==> src/rtl/mem_bus_if.sv <==
// Split-handshake SRAM-like data bus: request phase (req/addr_ok), then a response
// phase (data_ok) that carries read data or signals write completion.
interface mem_bus_if #(parameter int ADDR_W = 32);
  logic              req;
  logic              wr;
  logic [1:0]        size;
  logic [ADDR_W-1:0] addr;
  logic [3:0]        wstrb;
  logic [ADDR_W-1:0] wdata;
  logic              addr_ok;
  logic              data_ok;
  logic [ADDR_W-1:0] rdata;

  modport master (
    output req, wr, size, addr, wstrb, wdata,
    input  addr_ok, data_ok, rdata
  );

  modport slave (
    input  req, wr, size, addr, wstrb, wdata,
    output addr_ok, data_ok, rdata
  );
endinterface

==> src/rtl/mem_data_port.sv <==
// MEM-stage data access unit: turns one load/store into a single bus transaction,
// stalls the pipeline while it is outstanding and drains transactions killed by a flush.
//   state | meaning
//   IDLE  | no access outstanding; a new access issues with zero bubble
//   REQ   | request presented, not yet accepted
//   WAIT  | request accepted, waiting for data_ok
//   DONE  | result held in the buffer until the stage advances
//   ABORT | flushed after acceptance; waiting to swallow the stale data_ok
module mem_data_port #(
  parameter int ADDR_W = 32
) (
  input  logic              clk,
  input  logic              rst,
  input  logic              m_en,
  input  logic [3:0]        m_wen,
  input  logic [1:0]        m_size,
  input  logic [ADDR_W-1:0] m_vaddr,
  input  logic [ADDR_W-1:0] m_wdata,
  input  logic              m_excp,
  input  logic              flush,
  input  logic              mem_adv,
  output logic              stallreq,
  output logic [ADDR_W-1:0] rdata,
  output logic              rdata_vld,
  mem_bus_if.master         bus
);

  typedef enum logic [2:0] {
    IDLE  = 3'd0,
    REQ   = 3'd1,
    WAIT  = 3'd2,
    DONE  = 3'd3,
    ABORT = 3'd4
  } state_e;

  state_e            state_q, state_d;
  logic [ADDR_W-1:0] rbuf_q, rbuf_d;
  logic              start;

  assign start = m_en & ~m_excp & ~flush;

  // kseg0/kseg1 are unmapped windows onto the low 512 MB
  assign bus.addr  = (m_vaddr[31:30] == 2'b10) ? {3'b000, m_vaddr[28:0]} : m_vaddr;
  assign bus.wr    = |m_wen;
  assign bus.size  = m_size;
  assign bus.wstrb = m_wen;
  assign bus.wdata = m_wdata;

  always_ff @(posedge clk or posedge rst) begin
    if (rst) begin
      state_q <= IDLE;
      rbuf_q  <= '0;
    end else begin
      state_q <= state_d;
      rbuf_q  <= rbuf_d;
    end
  end

  always_comb begin
    state_d   = state_q;
    rbuf_d    = rbuf_q;
    bus.req   = 1'b0;
    stallreq  = 1'b0;
    rdata_vld = 1'b0;
    rdata     = '0;
    // Outputs are forced quiet while reset is held, not just after the state flop clears
    if (!rst) begin
      unique case (state_q)
        IDLE: begin
          bus.req  = start;
          stallreq = start;
          if (start) state_d = bus.addr_ok ? WAIT : REQ;
        end
        REQ: begin
          bus.req  = 1'b1;
          stallreq = 1'b1;
          if (bus.addr_ok)  state_d = flush ? ABORT : WAIT;
          else if (flush)   state_d = IDLE;
        end
        WAIT: begin
          stallreq = ~bus.data_ok;
          if (bus.data_ok) begin
            rdata     = bus.rdata;
            rdata_vld = 1'b1;
            rbuf_d    = bus.rdata;
            state_d   = (mem_adv || flush) ? IDLE : DONE;
          end else if (flush) begin
            state_d = ABORT;
          end
        end
        DONE: begin
          rdata     = rbuf_q;
          rdata_vld = 1'b1;
          if (mem_adv || flush) state_d = IDLE;
        end
        ABORT: begin
          stallreq = m_en;
          if (bus.data_ok) state_d = IDLE;
        end
        default: state_d = IDLE;
      endcase
    end
  end

endmodule

==> src/flat_wrapper.sv <==
// flat-port wrapper written by rule: the top's interface ports become plain ports
module mem_data_port_flat 
#(
  parameter int ADDR_W = 32
)
  (clk, rst, m_en, m_wen, m_size, m_vaddr, m_wdata, m_excp, flush, mem_adv, stallreq, rdata, rdata_vld, bus_req, bus_wr, bus_size, bus_addr, bus_wstrb, bus_wdata, bus_addr_ok, bus_data_ok, bus_rdata);
  mem_bus_if #(.ADDR_W(ADDR_W)) bus_i ();
  input  logic clk;
  input  logic rst;
  input  logic m_en;
  input  logic [3:0] m_wen;
  input  logic [1:0] m_size;
  input  logic [ADDR_W-1:0] m_vaddr;
  input  logic [ADDR_W-1:0] m_wdata;
  input  logic m_excp;
  input  logic flush;
  input  logic mem_adv;
  output logic stallreq;
  output logic [ADDR_W-1:0] rdata;
  output logic rdata_vld;
  output wire logic [$bits(bus_i.req)-1:0] bus_req;
  output wire logic [$bits(bus_i.wr)-1:0] bus_wr;
  output wire logic [$bits(bus_i.size)-1:0] bus_size;
  output wire logic [$bits(bus_i.addr)-1:0] bus_addr;
  output wire logic [$bits(bus_i.wstrb)-1:0] bus_wstrb;
  output wire logic [$bits(bus_i.wdata)-1:0] bus_wdata;
  input wire logic [$bits(bus_i.addr_ok)-1:0] bus_addr_ok;
  input wire logic [$bits(bus_i.data_ok)-1:0] bus_data_ok;
  input wire logic [$bits(bus_i.rdata)-1:0] bus_rdata;
  assign bus_req = bus_i.req;
  assign bus_wr = bus_i.wr;
  assign bus_size = bus_i.size;
  assign bus_addr = bus_i.addr;
  assign bus_wstrb = bus_i.wstrb;
  assign bus_wdata = bus_i.wdata;
  assign bus_i.addr_ok = bus_addr_ok;
  assign bus_i.data_ok = bus_data_ok;
  assign bus_i.rdata = bus_rdata;
  mem_data_port #(.ADDR_W(ADDR_W)) u_core (.clk(clk), .rst(rst), .m_en(m_en), .m_wen(m_wen), .m_size(m_size), .m_vaddr(m_vaddr), .m_wdata(m_wdata), .m_excp(m_excp), .flush(flush), .mem_adv(mem_adv), .stallreq(stallreq), .rdata(rdata), .rdata_vld(rdata_vld), .bus(bus_i));
endmodule
==> config.mk <==
export PLATFORM = sky130hd
export DESIGN_NAME = mem_data_port_flat
export DESIGN_NICKNAME = d
export VERILOG_FILES = /design/src/rtl/mem_bus_if.sv /design/src/rtl/mem_data_port.sv /design/src/flat_wrapper.sv
export SDC_FILE = /design/constraint.sdc
export NUM_CORES = 1
export LEC_CHECK = 0
export ABC_AREA = 1
export CORE_MARGIN = 1.5
export CORE_UTILIZATION = 35
export CTS_CLUSTER_SIZE = 40
export DETAILED_ROUTE_END_ITERATION = 7
export PLACE_DENSITY = 0.95
export SKIP_CTS_REPAIR_TIMING = 1
export SYNTH_ARGS = -nofsm -noshare
export SYNTH_HDL_FRONTEND = slang
export SYNTH_SLANG_ARGS = --single-unit
==> constraint.sdc <==
create_clock -name clk -period 4 [get_ports clk]
set_clock_uncertainty 0.1 [all_clocks]
set_input_delay 1.2 -clock clk [delete_from_list [all_inputs] [get_ports clk]]
set_output_delay 1.2 -clock clk [all_outputs]
set_load 0.01 [all_outputs]
==> metrics <==
status=complete, but fails checks; failing checks=setup timing; router iterations before antenna repair=4; finished layout cell area=roughly 3300 um2; top-level I/O count=216; min-delay src=u_core.rbuf_q[5]; clock-pin slew on the worst setup and hold paths=about 0.060 ns; Worst Tran Pin Value=just over 0.6 ns; nets@finish=between 400 and 500; Pins Over Slew Limit=0; cts bufs inserted=5; pwr dens=about 460 nW/um2; most frequent cells in the layout=nand2_1 (84), clkdlybuf4s50_1 (60), nor2_1 (52); Routed Wire Length=around 6500 um; Netlist Area Pre-Place=~2600 um2; hold path depth=2; Starting Density=0.361; register area share after synthesis=0.334; RSZ-0062 raised after global routing=yes; vias per cell=4.97; Critical Path AT=2.83 ns; initial antenna violation count=0; P_leak=1.98 nW; Cell variety after synth=20; share of layout cells above drive strength 1=0.0690; Routed Antenna Nets=0; Clk Tree Root Cell=clkbuf_8; Crit Path Max Fanout=17; Net Count, Synth=466; yosys synthesis warning count=0; reg2reg setup slack=roughly 2.1 ns; WHS=roughly 0.37 ns; Die Y=between 80 and 90 um; CTS Buffer Depth=2; Max Freq=between 200 and 250 MHz; largest net degree at the start of global routing=42; Worst R2R Path Depth=7; hold endpoint=u_core.rbuf_q[5]; max_cap viols=0; Vias=around 2400; Sink Count=35; # setup viols final=6; final non-filler cell total=476; # rows=31; core box area=7250 um2; gr ovfl total=0; Fin. Hold Viols=0; Post-Synthesis Cells=between 300 and 400; Synth area leader=dfrtp_1; CP Launch Type=input port; sum of negative setup slack=-0.518 ns; Area growth syn-to-layout=25.9%; number of global-route vias before repair=around 2300; crit share post-route=1.03; Slew HR=0.594; Setup CP Type=input port to output pin; WP data required=~2.7 ns; WL per Instance=13.7 um; FF-to-FF End=u_core.rbuf_q[23]; # DRC=0; ant diodes=0; post-synth top area share=0.334; Post-Place Cell Area=between 3000 and 4000 um2; Critical Path End Type=output pin; dpl hpwl=approximately 4800 um; first-pass GRT wire length=10500 um; most common cell after layout, fill and taps aside=nand2_1; worst hold path type=flip-flop to flip-flop; TritonCTS clock tree=built; Final Wtd Congestion=a little over 0.8; Worst VDD drop=roughly 290 uV; post-route minimum period=4.13 ns; Final WS setup=-0.133 ns; CTS H-Tree Depth=2; Die X=slightly below 90 um; die area=approximately 8000 um2; initial drt markers=~160; top post-synthesis cells by area=dfrtp_1 (33%), buf_4 (20%), nand2_1 (12%); Global Route Usage Sum=0.167; I/O Buffers=89; Clock Latency Late Sink=between 0.2 and 0.3 ns; mean post-synth cell area=~7.4 um2; number of synthesized register bits=35; r2r startpoint=u_core.state_q[2]; dpl cells=468
## worst max-delay path by stage
stage / from / endpoint / slack, ns / depth (start not counted)
after floorplan: bus_data_ok / rdata[10] / 0.82 / 5
after global placement: bus_data_ok / rdata[15] / -0.27 / 7
after detailed placement: bus_data_ok / rdata[15] / -0.27 / 7
after CTS: bus_data_ok / rdata[12] / -0.26 / 7
after global routing: bus_data_ok / rdata[11] / -0.22 / 7
final: bus_data_ok / rdata[11] / -0.13 / 7
## registers in the layout (all words and copies together) (netlist names)
register / count
u_core.state_q: 3
u_core.rbuf_q: 32
## routing by layer
| metal | GRT usage | part of all wire |
|---|---|---|
| met1 | 0.197 | 0.38 |
| met2 | 0.288 | 0.54 |
| met3 | 0.0416 | 0.061 |
| met4 | 0.0713 | 0.023 |
| met5 | 0 | 0 |
## cell type report
class | count | area (um2)
Tap cell | 99 | 124
Clock buffer | 8 | 100
Multi-Input combinational cell | 219 | 1050
Sequential cell | 35 | 876
Inverter | 15 | 56.3
Timing Repair Buffer | 100 | 1090
Fill cell | 696 | 3960
## metrics by stage
| stage | total power [mW] | setup WS, ns | utilization |
|---|---|---|---|
| 2_1_floorplan | 1.08 | 0.819 | - |
| 6_report | 1.52 | -0.133 | 0.455 |
| 5_1_grt | 1.65 | -0.222 | 0.455 |
| 3_5_place_dp | 1.26 | -0.271 | 0.429 |
| 3_3_place_gp | 1.21 | -0.275 | 0.429 |
| 4_1_cts | 1.54 | -0.263 | 0.443 |
## kinds of logic (layout without fill, tap and decap cells)
kind of cell / Yosys count / count (layout) / synth area share
compound gates: 37 / 37 / 0.103
simple gates: 182 / 182 / 0.297
buf+inv: 102 / 123 / 0.266
flops: 35 / 35 / 0.334
## worst max-delay path, stage by stage
cell and delay (ns):
clkdlybuf4s50_1 0.49, inv_2 0.07, nor2_8 0.13, buf_8 0.16, a22oi_1 0.08, nor2_1 0.14
clkdlybuf4s50_1 0.56
## power by group
part	leakage (nW)	switching [mW]	internal [mW]
registers	0.440	0.103	0.514
logic	1.49	0.350	0.278
clock network	0.0515	0.118	0.157
total	1.98	0.571	0.949
## synth_stat cells
library cell,count
o21ai_0,3
or4_1,1
a21oi_1,1
nor2_8,1
clkbuf_1,6
nand2_4,1
buf_6,6
a22oi_1,31
nand3_4,1
nand3_1,42
nand2_1,84
nor2_1,52
a21boi_0,1
inv_2,2
a22o_1,1
inv_1,12
buf_2,5
dfrtp_1,35
clkinv_1,1
buf_4,70
No activity file was read; power rests on OpenSTA's default activity.
